==> src/rtl/spi_apb_arbiter.sv <==
// rtl/spi_apb_arbiter.sv - round-robin arbiter sharing one APB master port between NUM_REQ requesters
module spi_apb_arbiter #(
  parameter int NUM_REQ   = 2,
  parameter int ADDR_WIDE = 32,
  parameter int DATA_WIDE = 32,
  parameter int TIMEOUT   = 16
) (
  input  logic                           clk_i,
  input  logic                           resetn_i,
  input  logic [NUM_REQ-1:0]             req_i,
  input  logic [NUM_REQ-1:0]             req_write_i,
  input  logic [NUM_REQ*ADDR_WIDE-1:0]   req_addr_i,
  input  logic [NUM_REQ*DATA_WIDE-1:0]   req_wdata_i,
  output logic [NUM_REQ-1:0]             grant_o,
  output logic [NUM_REQ-1:0]             done_o,
  output logic                           err_o,
  output logic [DATA_WIDE-1:0]           rdata_o,
  output logic [ADDR_WIDE-1:0]           paddr_o,
  output logic                           pwrite_o,
  output logic                           psel_o,
  output logic                           penable_o,
  output logic [DATA_WIDE-1:0]           pwdata_o,
  input  logic [DATA_WIDE-1:0]           prdata_i,
  input  logic                           pready_i,
  input  logic                           pslverr_i
);

  localparam int PW = (NUM_REQ > 1) ? $clog2(NUM_REQ) : 1;
  localparam int CW = (TIMEOUT > 1) ? $clog2(TIMEOUT) : 1;

  typedef enum logic [1:0] {S_IDLE, S_SETUP, S_ACCESS} state_t;

  state_t                 r_state, w_state_n;
  logic [PW-1:0]          r_ptr, w_ptr_n;
  logic [PW-1:0]          r_owner, w_owner_n;
  logic [CW-1:0]          r_cnt, w_cnt_n;
  logic [NUM_REQ-1:0]     r_grant, w_grant_n;
  logic [NUM_REQ-1:0]     r_done, w_done_n;
  logic                   r_err, w_err_n;
  logic [DATA_WIDE-1:0]   r_rdata, w_rdata_n;
  logic [ADDR_WIDE-1:0]   r_paddr, w_paddr_n;
  logic                   r_pwrite, w_pwrite_n;
  logic                   r_psel, w_psel_n;
  logic                   r_penable, w_penable_n;
  logic [DATA_WIDE-1:0]   r_pwdata, w_pwdata_n;

  logic [NUM_REQ-1:0]     w_elig;
  logic                   w_any;
  logic [PW-1:0]          w_sel;
  logic [PW-1:0]          w_cand;
  int                     w_j;
  logic                   w_tmo;
  logic [PW-1:0]          w_ptr_inc;

  // The owner just completed is masked so a held request cannot be re-granted in its own done cycle.
  assign w_elig    = req_i & ~r_done;
  assign w_tmo     = (r_state == S_ACCESS) && !pready_i && (r_cnt == CW'(TIMEOUT - 1));
  assign w_ptr_inc = (r_owner == PW'(NUM_REQ - 1)) ? '0 : r_owner + 1'b1;

  // Scan from the highest offset down so the lowest offset from r_ptr wins.
  always_comb begin
    w_any  = 1'b0;
    w_sel  = '0;
    w_j    = 0;
    w_cand = '0;
    for (int i = NUM_REQ - 1; i >= 0; i--) begin
      w_j    = (int'(r_ptr) + i) % NUM_REQ;
      w_cand = PW'(w_j);
      if (w_elig[w_cand]) begin
        w_any = 1'b1;
        w_sel = w_cand;
      end
    end
  end

  always_ff @(posedge clk_i or negedge resetn_i) begin
    if (!resetn_i) begin
      r_state   <= S_IDLE;
      r_ptr     <= '0;
      r_owner   <= '0;
      r_cnt     <= '0;
      r_grant   <= '0;
      r_done    <= '0;
      r_err     <= 1'b0;
      r_rdata   <= '0;
      r_paddr   <= '0;
      r_pwrite  <= 1'b0;
      r_psel    <= 1'b0;
      r_penable <= 1'b0;
      r_pwdata  <= '0;
    end else begin
      r_state   <= w_state_n;
      r_ptr     <= w_ptr_n;
      r_owner   <= w_owner_n;
      r_cnt     <= w_cnt_n;
      r_grant   <= w_grant_n;
      r_done    <= w_done_n;
      r_err     <= w_err_n;
      r_rdata   <= w_rdata_n;
      r_paddr   <= w_paddr_n;
      r_pwrite  <= w_pwrite_n;
      r_psel    <= w_psel_n;
      r_penable <= w_penable_n;
      r_pwdata  <= w_pwdata_n;
    end
  end

  always_comb begin
    w_state_n = r_state;
    case (r_state)
      S_IDLE:   if (w_any) w_state_n = S_SETUP;
      S_SETUP:  w_state_n = S_ACCESS;
      S_ACCESS: if (pready_i || w_tmo) w_state_n = S_IDLE;
      default:  w_state_n = S_IDLE;
    endcase
  end

  always_comb begin
    w_ptr_n     = r_ptr;
    w_owner_n   = r_owner;
    w_cnt_n     = r_cnt;
    w_grant_n   = r_grant;
    w_done_n    = '0;
    w_err_n     = 1'b0;
    w_rdata_n   = '0;
    w_paddr_n   = r_paddr;
    w_pwrite_n  = r_pwrite;
    w_psel_n    = r_psel;
    w_penable_n = r_penable;
    w_pwdata_n  = r_pwdata;
    case (r_state)
      S_IDLE: begin
        w_penable_n = 1'b0;
        if (w_any) begin
          w_owner_n        = w_sel;
          w_grant_n        = '0;
          w_grant_n[w_sel] = 1'b1;
          w_psel_n         = 1'b1;
          w_paddr_n        = req_addr_i[w_sel*ADDR_WIDE +: ADDR_WIDE];
          w_pwrite_n       = req_write_i[w_sel];
          w_pwdata_n       = req_wdata_i[w_sel*DATA_WIDE +: DATA_WIDE];
        end else begin
          w_grant_n  = '0;
          w_psel_n   = 1'b0;
          w_paddr_n  = '0;
          w_pwrite_n = 1'b0;
          w_pwdata_n = '0;
        end
      end
      S_SETUP: begin
        w_penable_n = 1'b1;
        w_cnt_n     = '0;
      end
      S_ACCESS: begin
        if (pready_i || w_tmo) begin
          w_done_n[r_owner] = 1'b1;
          w_err_n           = w_tmo ? 1'b1 : pslverr_i;
          w_rdata_n         = (w_tmo || r_pwrite) ? '0 : prdata_i;
          w_ptr_n           = w_ptr_inc;
          w_grant_n         = '0;
          w_psel_n          = 1'b0;
          w_penable_n       = 1'b0;
          w_paddr_n         = '0;
          w_pwrite_n        = 1'b0;
          w_pwdata_n        = '0;
        end else begin
          w_cnt_n = r_cnt + 1'b1;
        end
      end
      default: begin
        w_grant_n   = '0;
        w_psel_n    = 1'b0;
        w_penable_n = 1'b0;
      end
    endcase
  end

  assign grant_o   = r_grant;
  assign done_o    = r_done;
  assign err_o     = r_err;
  assign rdata_o   = r_rdata;
  assign paddr_o   = r_paddr;
  assign pwrite_o  = r_pwrite;
  assign psel_o    = r_psel;
  assign penable_o = r_penable;
  assign pwdata_o  = r_pwdata;

endmodule

==> config.mk <==
export PLATFORM = sky130hd
export DESIGN_NAME = spi_apb_arbiter
export DESIGN_NICKNAME = d
export VERILOG_FILES = /design/src/rtl/spi_apb_arbiter.sv
export SDC_FILE = /design/constraint.sdc
export NUM_CORES = 1
export LEC_CHECK = 0
export ABC_AREA = 1
export CORE_MARGIN = 5
export CORE_UTILIZATION = 35
export CTS_CLUSTER_DIAMETER = 40
export CTS_CLUSTER_SIZE = 25
export DETAILED_ROUTE_END_ITERATION = 16
export PLACE_DENSITY = 0.77
export SYNTH_ARGS = -nofsm -noshare
export SYNTH_HDL_FRONTEND = slang
export SYNTH_SLANG_ARGS = --single-unit
==> constraint.sdc <==
create_clock -name clk_i -period 1.4 [get_ports clk_i]
set_input_delay 0.14 -clock clk_i [delete_from_list [all_inputs] [get_ports clk_i]]
set_output_delay 0.14 -clock clk_i [all_outputs]
set_load 0.01 [all_outputs]
# --- Word-level counts from Yosys, hierarchy flattened ---
# Cells that the tools add are included.
totals:
  wordCells: 90
  reg_bits: 112
  inputBits: 168
classes:
  order_cmp: 6
  n_reduce_logical: 16
  muxes: 41
  n_bitwise: 3
  addsub: 3
  n_shift: 2
  eq_ne: 6
op_table:
  columns: ["cell", "n"]
  rows:
  - ["32-bit 2-to-1 mux", 6]
  - ["32-bit case mux with 2 select lines", 2]
  - ["64-bit by 7-bit indexed part select with 32-bit output", 2]
  - ["1-bit 2-to-1 mux", 19]
  - ["2-bit case mux with 3 select lines", 2]
  - ["2-bit AND reduction", 6]
  - ["2-bit 2-to-1 mux", 5]
  - ["1-bit by 2-bit less-than comparator with 1-bit output, second input constant", 4]
  - ["4-bit case mux with 2 select lines", 1]
  - ["4-bit by 1-bit adder with 4-bit output, second input constant", 1]
  - ["4-bit equality test, second input constant", 1]
  - ["1-bit logical AND", 4]
  - ["4-bit 2-to-1 mux", 1]
  - ["2-bit != test, second input constant", 2]
  - ["1-bit case mux with 2 select lines", 2]
  - ["2-bit nonzero test", 2]
  - ["1-bit case mux with 3 select lines", 1]
  - ["1-bit adder, second input constant", 2]
  - ["2-bit AND", 1]
  - ["1-bit demux with 1-bit select", 2]
  - ["2-bit by 1-bit equality test with 1-bit output, second input constant", 1]
  - ["2-bit equality test, second input constant", 1]
  - ["1-bit greater-or-equal comparator, second input constant", 2]
  - ["2-bit zero test", 1]
  - ["other kinds (5)", 6]

# --- Logic depth before layout (Yosys ltp) ---
# Gate-level depths: netlist of the first run.
logic_depth:
  ltp_word: 12
  depth_mapped: 10
  ltp_nobuf: 9

# --- Worst setup path after synthesis of the first run ---
# Ideal clock, no wire load.
synth_timing:
  kind: "reg2reg"
  startpoint: "register r_cnt[0]"
  endpoint: "register r_paddr[27] (netlist: paddr_o[27])"
  slack_ns: -0.125
  stages_incl_launch_ff: 9
  arrival_time_ns: 1.400
  path_buffers: 2
  period_less_slack_ns: 1.525
  setup_time_ns: 0.125
  t_required_ns: 1.275
  cell_sequence: "dfrtp_1 ha_1 nand3_1 a21oi_4 inv_2 buf_2 buf_6 nand3_1 nand3_1"
synth_via:
  elab_chain_len: 5
synth_rtl:
  columns: ["element", "line_no", "text"]
  rows:
  - ["start: declaration", "36", "logic [CW-1:0] r_cnt, w_cnt_n;"]
  - ["start signal: assignment", "95", "r_cnt <= w_cnt_n;"]
  - ["4-bit equality test", "57", "assign w_tmo = (r_state == S_ACCESS) && !pready_i && (r_cnt == CW'(TIMEOUT - 1));"]
  - ["1-bit logical AND", "57", null]
  - ["1-bit logical OR", "155", "if (pready_i || w_tmo) begin"]
  - ["2-bit by 1-bit != test with 1-bit output (no line)", null, null]
  - ["2-bit AND reduction (no line)", null, null]
  - ["end signal: assignment", "100", "r_paddr <= w_paddr_n;"]
  - ["end: declaration", "41", "logic [ADDR_WIDE-1:0] r_paddr, w_paddr_n;"]
# No other way between the ends.
# A chain may end at the register's enable or synchronous reset.

# --- Worst setup path after layout of the first run ---
layout_timing:
  startpoint: "register r_done[1] (netlist: done_o[1])"
  endpoint: "register r_pwdata[5] (netlist: pwdata_o[5])"
layout_via:
  elab_chain_len: 9
layout_rtl:
  columns: ["element", "line_no", "text"]
  rows:
  - ["start: declaration", "38", "logic [NUM_REQ-1:0] r_done, w_done_n;"]
  - ["start signal: assignment", "97", "r_done <= w_done_n;"]
  - ["2-bit NOT (*)", "56", "assign w_elig = req_i & ~r_done;"]
  - ["2-bit AND (*)", "56", null]
  - ["1-bit 2-to-1 mux (implied by the code) (2 in series)", "69", "if (w_elig[w_cand]) begin"]
  - ["1-bit 2-to-1 mux (2 in series)", "69", null]
  - ["64-bit by 7-bit indexed part select with 32-bit output", "141", "w_pwdata_n = req_wdata_i[w_sel*DATA_WIDE +: DATA_WIDE];"]
  - ["32-bit 2-to-1 mux (*)", "134", "if (w_any) begin"]
  - ["32-bit case mux with 2 select lines (*)", "131", "case (r_state)"]
  - ["end signal: assignment", "104", "r_pwdata <= w_pwdata_n;"]
  - ["end: declaration", "45", "logic [DATA_WIDE-1:0] r_pwdata, w_pwdata_n;"]
# Every way passes the cells marked *; elsewhere a longest branch is shown, timed or not. The select of a mux whose other input is x is not followed.

==> metrics.txt, run 1 <==
# TYPE chip_impl_metric gauge
chip_impl_metric{name="ant_nets",unit=""} 0
chip_impl_metric{name="final_number_of_setup_violating_endpoints",unit=""} 9
chip_impl_metric{name="core_area",unit="sq mm"} 0.01335
chip_impl_metric{name="grt_first_pass_wirelength",unit="um"} 25630
chip_impl_info{name="most_common_cell_after_layout_fill_and_taps_aside",value="clkdlybuf4s50_1"} 1
chip_impl_metric{name="num_rows",unit=""} 42
chip_impl_metric{name="timing.final.hold_violations",unit=""} 0
chip_impl_metric{name="cts_max_path_buffers",unit=""} 2
chip_impl_metric{name="synth_fa_ha_area_share",unit="%"} 0.2613
chip_impl_metric{name="clkSlewWorstSetupHoldPaths",unit="ps"} 80
chip_impl_metric{name="cts_sinks",unit=""} 112
chip_impl_metric{name="slew_viol_final",unit=""} 0
chip_impl_metric{name="detail_route.first_pass.iterations",unit=""} 5
chip_impl_info{name="cp-start-kind",value="flip-flop"} 1
chip_impl_metric{name="cp_data_arrival_time",unit="ps"} 1750
chip_impl_metric{name="grt_start_max_net_pins",unit=""} 46
chip_impl_info{name="failing_checks",value="setup timing"} 1
chip_impl_metric{name="peakVddDrop",unit="V"} 0.0006750
chip_impl_metric{name="htree_num_levels",unit=""} 3
chip_impl_metric{name="slew_headroom",unit="%"} 68.96
chip_impl_metric{name="setup_skew_after_layout",unit="ps"} 6.679
chip_impl_metric{name="first_global_vias",unit=""} 4939
chip_impl_metric{name="muxShareOfSynthArea",unit="%"} 0
chip_impl_metric{name="antenna-diode-count",unit=""} 0
chip_impl_info{name="hold_path_class",value="input pin to async pin"} 1
chip_impl_info{name="result_of_the_run",value="complete, but fails checks"} 1
chip_impl_info{name="rsz0062_at_grt",value="true"} 1
chip_impl_metric{name="numCtsBuffers",unit=""} 9
chip_impl_metric{name="power-per-cell-area",unit="mW/mm^2"} 1718
chip_impl_metric{name="grt.overflow.total",unit=""} 0
chip_impl_metric{name="detail_routed_net_length_per_standard_cell",unit="um"} 17.23
chip_impl_metric{name="critical_path.max_fanout",unit=""} 5
chip_impl_metric{name="via_count",unit=""} 5020
chip_impl_metric{name="pwr-share-comb",unit="%"} 50.8
chip_impl_metric{name="p_int",unit="W"} 0.009123
chip_impl_metric{name="routabilityCongestion",unit=""} 0.8103
chip_impl_metric{name="postSynthCellCount",unit=""} 553
chip_impl_metric{name="fp.dieArea",unit="sq mm"} 0.01612
chip_impl_metric{name="clk_latency",unit="ps"} 340
chip_impl_metric{name="mappedNetlistArea",unit="sq mm"} 0.004788
chip_impl_metric{name="dieWidth",unit="um"} 127.0
chip_impl_info{name="timing.setup.critical_path_class",value="flip-flop to flip-flop"} 1
chip_impl_metric{name="ys_ff_latch",unit=""} 112
chip_impl_info{name="tritoncts_clock_tree",value="yes"} 1
chip_impl_metric{name="fin_total_pwr",unit="W"} 0.01477
chip_impl_info{name="synth_area_leader_cell",value="dfrtp_1"} 1
chip_impl_metric{name="violation_count_after_the_first_detailed_route_iteration",unit=""} 220
chip_impl_metric{name="leakage",unit="nW"} 4.241
chip_impl_metric{name="power_switching",unit="W"} 0.005649
chip_impl_metric{name="p_sw_share",unit="%"} 38.24
chip_impl_metric{name="synth_simple_gate_area_share",unit="%"} 25.14
chip_impl_metric{name="worst-slew-pin-transition",unit="ps"} 465.6
chip_impl_metric{name="fmax",unit="MHz"} 684.3
chip_impl_metric{name="synth_top_area_share",unit="%"} 58.53
chip_impl_metric{name="drt_wl_total",unit="um"} 17690
chip_impl_metric{name="remaining_drc_errors",unit=""} 0
chip_impl_info{name="mostFrequentLayoutCells",value="clkdlybuf4s50_1, dfrtp_1, nand2_1"} 1
chip_impl_metric{name="timing.max_cap.violations",unit=""} 0
chip_impl_info{name="cts.root.buffer_cell",value="clkbuf_16"} 1
chip_impl_metric{name="post_drt_via_cell_ratio",unit=""} 4.888
chip_impl_metric{name="ys_seq_area_share",unit="%"} 58.53
chip_impl_metric{name="antenna_found_initial",unit=""} 0
chip_impl_metric{name="clockPowerShare",unit="%"} 16.2
chip_impl_info{name="synth.area.top_cells",value="dfrtp_1, nand3_1, o21ai_0"} 1
chip_impl_metric{name="timing.final.ws_setup",unit="ps"} -61.26
chip_impl_metric{name="final_period_minus_worst_setup_slack",unit="ps"} 1461
chip_impl_metric{name="synth_compound_area_share",unit="%"} 10.16
chip_impl_info{name="crit_path_end_kind",value="flip-flop"} 1
chip_impl_metric{name="synth_xor_area_share",unit="%"} 0.3658
chip_impl_metric{name="post_synth_num_cell_types",unit=""} 21
chip_impl_metric{name="crit_required",unit="ps"} 1690
chip_impl_metric{name="pin_count",unit=""} 272
chip_impl_metric{name="synth_fp_nets",unit=""} 722
chip_impl_metric{name="fin_crit_share",unit="%"} 104.4
chip_impl_metric{name="seqPwrFrac",unit="%"} 33.0
chip_impl_info{name="dominant_combinational_cell_family_by_area_after_synthesis",value="simple AND/OR/NAND/NOR gates"} 1
chip_impl_metric{name="area.growth.synth_to_final",unit="%"} 79.62
chip_impl_metric{name="synth_area_per_cell",unit="sq um"} 8.659
chip_impl_metric{name="placement.io_buffers",unit=""} 271
chip_impl_metric{name="setup_tns",unit="ps"} -184.9
chip_impl_metric{name="fin_nets",unit=""} 1016
chip_impl_metric{name="floorplan.initialDensity",unit="%"} 35.87
chip_impl_metric{name="yosys_warnings",unit=""} 0
chip_impl_metric{name="drive_above_1_share",unit="%"} 12.93
chip_impl_metric{name="overall_global_routing_resource_usage",unit="%"} 20.07
chip_impl_metric{name="detailed_place_hpwl",unit="um"} 12330
chip_impl_metric{name="die_h",unit="um"} 127.0
Yosys cell counts:
library cell and n:
nor2_1 79, nand2_1 104, inv_2 2, a21oi_4 1
o21ai_0 84, buf_4 1, xnor2_1 1, dfrtp_1 112
buf_6 3, nand2_2 1, clkbuf_1 13, nand3_1 92
buf_1 7, nand4_1 6, ha_1 1, buf_2 14
inv_1 19, xor2_1 1, o21ai_1 7, a21oi_1 3
nor2_2 2
sequential cells by signal (all words and copies together) (netlist names):
name and count:
r_state 2, penable_o 1, paddr_o 32, grant_o 2
rdata_o 32, psel_o 1, err_o 1, pwdata_o 32
r_ptr 1, r_owner 1, done_o 2, r_cnt 4
pwrite_o 1
cell families after synthesis:
kind of cell               Yosys count
and+or+nand+nor                    284
DFF                                112
AOI/OAI and AO/OA                   95
buffers and inverters               59
xor gates and xnor gates             2
adders and majority gates            1
power groups by stage:
| stage | clock (W) | combinational, W | sequential, W |
|---|---|---|---|
| global route | 0.00260 | 0.00819 | 0.00502 |
| CTS | 0.00246 | 0.00692 | 0.00487 |
| global placement | 0 | 0.00721 | 0.00491 |
| detailed placement | 0 | 0.00727 | 0.00495 |
| floorplan | 0 | 0.00268 | 0.00538 |
| finish | 0.00240 | 0.00751 | 0.00487 |
worst max-delay path, cell delays in order (launching register included):
cell,delay (ps)
dfrtp_1,380
inv_1,60
nand2_2,70
inv_2,80
nand2_4,80
buf_6,130
nor2_4,230
clkbuf_16,200
nand2_1,70
nand3_1,90
routing by layer:
| layer | track usage (%) | part of all wire [%] | vias up |
|---|---|---|---|
| li1 | - | - | 2407 |
| met1 | 23.75 | 40 | 2357 |
| met2 | 34.31 | 48 | 231 |
| met3 | 6.726 | 9.5 | 25 |
| met4 | 6.751 | 2.3 | 0 |
| met5 | 0 | 0 | - |
metrics by stage:
step	area (sq um)	hold slack (ps)	utilization, %	instances	setup slack [ps]
3_3_place_gp	8008	113.2	59.99	1002	-183.4
5_1_grt	8601	305.3	64.44	1027	-128.3
6_report	8601	290.9	64.44	1027	-61.26
3_5_place_dp	8008	113.6	59.99	1002	-211.7
4_1_cts	8243	287.4	61.75	1019	-20.42
2_1_floorplan	4825	-155.6	-	553	-28.81
final cells by class:
type                       count  area (sq um)
tap                          176         220.2
multi-input combinational    382          1864
clock buffer                   9         225.2
sequential                   112          2804
fill                        1153          4747
clock inverter                 6         46.29
timing repair buffer         321          3351
inverter                      21         90.09
path summary, 6_finish.rpt:
path,endpoint,startpoint,cells past startpoint,slack [ps]
max in group asynchronous,r_state[0],resetn_i,3,510
worst max-delay path,pwdata_o[5],done_o[1],9,-60
worst min register to register,penable_o,penable_o,2,470
worst max register to register,pwdata_o[5],done_o[1],9,-60
worst min-delay path,rdata_o[2],resetn_i,2,290
min in group clk_i,rdata_o[0],prdata_i[0],3,310
what timing repair did:
| action | in CTS | in global routing |
|---|---|---|
| endpoints found under the setup margin | 81 | 129 |
| buffers inserted | 1 | 2 |
| endpoints found under the hold margin | 30 | 0 |
| pin swaps | 1 | 8 |
| gates cloned | 0 | 7 |
| resized for setup | 46 | 80 |
| hold buffers | 1 | 0 |
Note: power is estimated with default switching activity, not from simulation.
==> run 2: changes to the inputs <==
--- a/config.mk
+++ b/config.mk
@@ -5,13 +5,13 @@
 export SDC_FILE = /design/constraint.sdc
 export NUM_CORES = 1
 export LEC_CHECK = 0
-export ABC_AREA = 1
+export ABC_AREA = 0
 export CORE_MARGIN = 5
-export CORE_UTILIZATION = 35
+export CORE_UTILIZATION = 43
 export CTS_CLUSTER_DIAMETER = 40
 export CTS_CLUSTER_SIZE = 25
 export DETAILED_ROUTE_END_ITERATION = 16
-export PLACE_DENSITY = 0.77
+export PLACE_DENSITY = 0.87
 export SYNTH_ARGS = -nofsm -noshare
 export SYNTH_HDL_FRONTEND = slang
 export SYNTH_SLANG_ARGS = --single-unit
==> constraint.sdc (replaced) <==
create_clock -name clk_i -period 1.7 [get_ports clk_i]
set_input_delay 0.17 -clock clk_i [delete_from_list [all_inputs] [get_ports clk_i]]
set_output_delay 0.17 -clock clk_i [all_outputs]
set_load 0.01 [all_outputs]
==> metrics.txt, run 2 <==
# TYPE chip_impl_metric gauge
chip_impl_metric{name="worst-slew-pin-transition",unit="ps"} 596.2
chip_impl_metric{name="power-per-cell-area",unit="mW/mm^2"} 1426
chip_impl_info{name="most_common_cell_after_layout_fill_and_taps_aside",value="clkdlybuf4s50_1"} 1
chip_impl_info{name="synthMostInstantiatedCell",value="dfrtp_1"} 1
chip_impl_metric{name="critPathBufInv",unit=""} 1
chip_impl_metric{name="worst_r2r_path_depth",unit=""} 4
chip_impl_metric{name="final_period_minus_worst_setup_slack",unit="ps"} 1690
chip_impl_info{name="min-delay-start",value="prdata_i[7]"} 1
chip_impl_metric{name="placement.io_buffers",unit=""} 271
chip_impl_metric{name="numCtsBuffers",unit=""} 9
chip_impl_metric{name="fmax",unit="MHz"} 591.9
chip_impl_metric{name="timing.final.ws_setup",unit="ps"} 10.46
chip_impl_metric{name="utilization",unit="%"} 73.69
chip_impl_metric{name="postSynthCellCount",unit=""} 469
chip_impl_metric{name="cp_data_arrival_time",unit="ps"} 1920
chip_impl_metric{name="violation_count_after_the_first_detailed_route_iteration",unit=""} 600
chip_impl_metric{name="ys_async_sr_fraction",unit="%"} 100.0
chip_impl_metric{name="mappedNetlistArea",unit="sq mm"} 0.005091
chip_impl_metric{name="critical_path.max_fanout",unit=""} 31
chip_impl_metric{name="area.growth.synth_to_final",unit="%"} 66.67
chip_impl_metric{name="core_area",unit="sq mm"} 0.01152
chip_impl_metric{name="cts_setup_buffers",unit=""} 0
chip_impl_info{name="crit_family",value="simple AND/OR/NAND/NOR gates"} 1
chip_impl_metric{name="crit_required",unit="ps"} 1930
chip_impl_info{name="timing.setup.critical_path_class",value="flip-flop to flip-flop"} 1
chip_impl_info{name="cts.root.buffer_cell",value="clkbuf_16"} 1
chip_impl_metric{name="drt_wl_total",unit="um"} 18800
chip_impl_metric{name="dp_worst_setup_slack",unit="ps"} -223.9
chip_impl_metric{name="final_number_of_setup_violating_endpoints",unit=""} 0
chip_impl_metric{name="fp.dieArea",unit="sq mm"} 0.01412
chip_impl_metric{name="detailed_place_hpwl",unit="um"} 13270
chip_impl_metric{name="ant_nets",unit=""} 0
chip_impl_metric{name="leakage",unit="nW"} 3.494
chip_impl_info{name="mostFrequentLayoutCells",value="clkdlybuf4s50_1, dfrtp_1, nand4_1"} 1
chip_impl_metric{name="timing.max_cap.violations",unit=""} 0
chip_impl_info{name="synth.cells.most_frequent",value="dfrtp_1, nand4_1, nand2_1, o311ai_1, clkbuf_1"} 1
chip_impl_metric{name="synth_area_per_cell",unit="sq um"} 10.86
chip_impl_info{name="holdPathEnd",value="rdata_o[7]"} 1
chip_impl_info{name="regToRegStartpoint",value="r_ptr"} 1
chip_impl_metric{name="routabilityCongestion",unit=""} 0.8916
chip_impl_metric{name="timing.hold.worst_path_depth",unit=""} 2
chip_impl_info{name="crit_chain",value="or3b_4, and2_2, buf_12, o311ai_1"} 1
chip_impl_metric{name="post_drt_via_cell_ratio",unit=""} 6.001
chip_impl_metric{name="synth_top_area_share",unit="%"} 55.05
chip_impl_metric{name="synth-edff-count",unit=""} 0
chip_impl_metric{name="slew_viol_final",unit=""} 0
chip_impl_metric{name="peakVddDrop",unit="V"} 0.0009135
chip_impl_metric{name="overall_global_routing_resource_usage",unit="%"} 26.32
chip_impl_info{name="synth_area_leader_cell",value="dfrtp_1"} 1
chip_impl_metric{name="htree_num_levels",unit=""} 3
chip_impl_metric{name="fin_total_pwr",unit="W"} 0.01210
chip_impl_info{name="hold_path_class",value="input pin to flip-flop"} 1
chip_impl_metric{name="synth_fp_nets",unit=""} 638
chip_impl_metric{name="detail_routed_net_length_per_standard_cell",unit="um"} 21.53
chip_impl_info{name="cp-start-kind",value="flip-flop"} 1
chip_impl_info{name="tritoncts_clock_tree",value="yes"} 1
chip_impl_info{name="crit_path_end_kind",value="flip-flop"} 1
chip_impl_metric{name="floorplan.initialDensity",unit="%"} 44.21
chip_impl_metric{name="fin_crit_share",unit="%"} 99.38
chip_impl_info{name="crit-reg2reg-capture",value="paddr_o[5]"} 1
chip_impl_metric{name="grt_first_pass_wirelength",unit="um"} 29810
chip_impl_info{name="result_of_the_run",value="finished clean"} 1
chip_impl_metric{name="clk_latency",unit="ps"} 350
chip_impl_metric{name="timing.reg2reg.setup_slack",unit="ps"} 10
chip_impl_metric{name="num_rows",unit=""} 39
chip_impl_metric{name="first_global_vias",unit=""} 5397
chip_impl_metric{name="cp_slowest_stage_delay",unit="ps"} 420
chip_impl_metric{name="clkSlewWorstSetupHoldPaths",unit="ps"} 90
chip_impl_metric{name="die_h",unit="um"} 118.8
chip_impl_metric{name="slew_headroom",unit="%"} 60.25
chip_impl_metric{name="grt.overflow.total",unit=""} 0
chip_impl_metric{name="setup_skew_after_layout",unit="ps"} 9.713
chip_impl_metric{name="cts_max_path_buffers",unit=""} 2
chip_impl_info{name="synth.area.top_cells",value="dfrtp_1, nand4_1, o311ai_1"} 1
chip_impl_metric{name="yosys_warnings",unit=""} 0
chip_impl_info{name="yosys_most_used_dff",value="dfrtp_1"} 1
chip_impl_info{name="worst_path_max_delay_cell",value="or3b_4"} 1
chip_impl_metric{name="timing.final.hold_violations",unit=""} 0
chip_impl_metric{name="ys_ff_latch",unit=""} 112
chip_impl_metric{name="drive_above_1_share",unit="%"} 8.904
chip_impl_metric{name="dieWidth",unit="um"} 118.8
chip_impl_metric{name="post_synth_num_cell_types",unit=""} 35
chip_impl_metric{name="ys_seq_area_share",unit="%"} 55.05
chip_impl_metric{name="remaining_drc_errors",unit=""} 0
chip_impl_metric{name="antenna-diode-count",unit=""} 0
chip_impl_metric{name="antenna_found_initial",unit=""} 0
chip_impl_info{name="rsz0062_at_grt",value="true"} 1
chip_impl_metric{name="pin_count",unit=""} 272
chip_impl_metric{name="fin_nets",unit=""} 894
chip_impl_metric{name="via_count",unit=""} 5239
chip_impl_metric{name="cts_sinks",unit=""} 112
chip_impl_metric{name="detail_route.first_pass.iterations",unit=""} 6
chip_impl_metric{name="grt_start_max_net_pins",unit=""} 113
## run 2: changes by cell type after synthesis, sizes merged, moves of 44 or more
cell	change
nand3	-89
o21ai	-88
nand4	+82
nor2	-76
nand2	-57
o311ai	+44
## run 2: how the worst max path moves through the flow
stage	to	from	depth (start not counted)
4_1_cts	paddr_o[5]	r_ptr	4
2_1_floorplan	grant_o[1]	done_o[0]	5
5_1_grt	paddr_o[5]	done_o[0]	4
3_5_place_dp	paddr_o[25]	req_i[0]	5
3_3_place_gp	paddr_o[19]	req_i[0]	5
6_report	paddr_o[5]	r_ptr	4
## run 2: power breakdown
group          switching [W]  total (W)  internal, W
registers           0.000483    0.00396      0.00348
clock network        0.00113    0.00220      0.00107
logic                0.00295    0.00593      0.00298
total                0.00457     0.0121      0.00753
## run 2: timing repair
action,in CTS,in global routing
setup endpoints to repair,0,65
gates resized for setup,0,10
hold buffers,1,0
endpoints found under the hold margin,112,0
## run 2: per-layer routing
metal | global-route usage [%] | vias up | part of all wire, %
met1 | 33.34 | 2578 | 38
met2 | 46.32 | 284 | 53
met4 | 8.110 | 0 | 2.1
met5 | 0 | - | 0
met3 | 4.408 | 29 | 6.6
li1 | - | 2348 | -
## run 2: logic make-up after synthesis
logic type / share of synthesized area (%)
buf+inv: 5.210
compound gates: 14.25
mux: 0.1966
fa+ha+maj: 0.2457
simple gates: 25.04
flops: 55.05
## run 2: through the flow
| step | TNS [ps] | hold WS [ps] | std cells | area (sq um) |
|---|---|---|---|---|
| after global placement | -8994 | 288.2 | 856 | 8085 |
| after floorplan | 0 | -125.6 | 469 | 5095 |
| after detailed placement | -10090 | 303.1 | 856 | 8085 |
| after CTS | 0 | 355.4 | 873 | 8417 |
| final | 0 | 361.4 | 873 | 8486 |
| after global routing | -194.4 | 359.0 | 873 | 8486 |
## run 2: layout make-up
type	count	area (sq um)
clock inverter	7	96.34
clock buffer	9	225.2
sequential	112	2804
fill	778	3030
timing repair buffer	301	3054
inverter	3	11.26
multi-input combinational	298	2116
tap	143	178.9
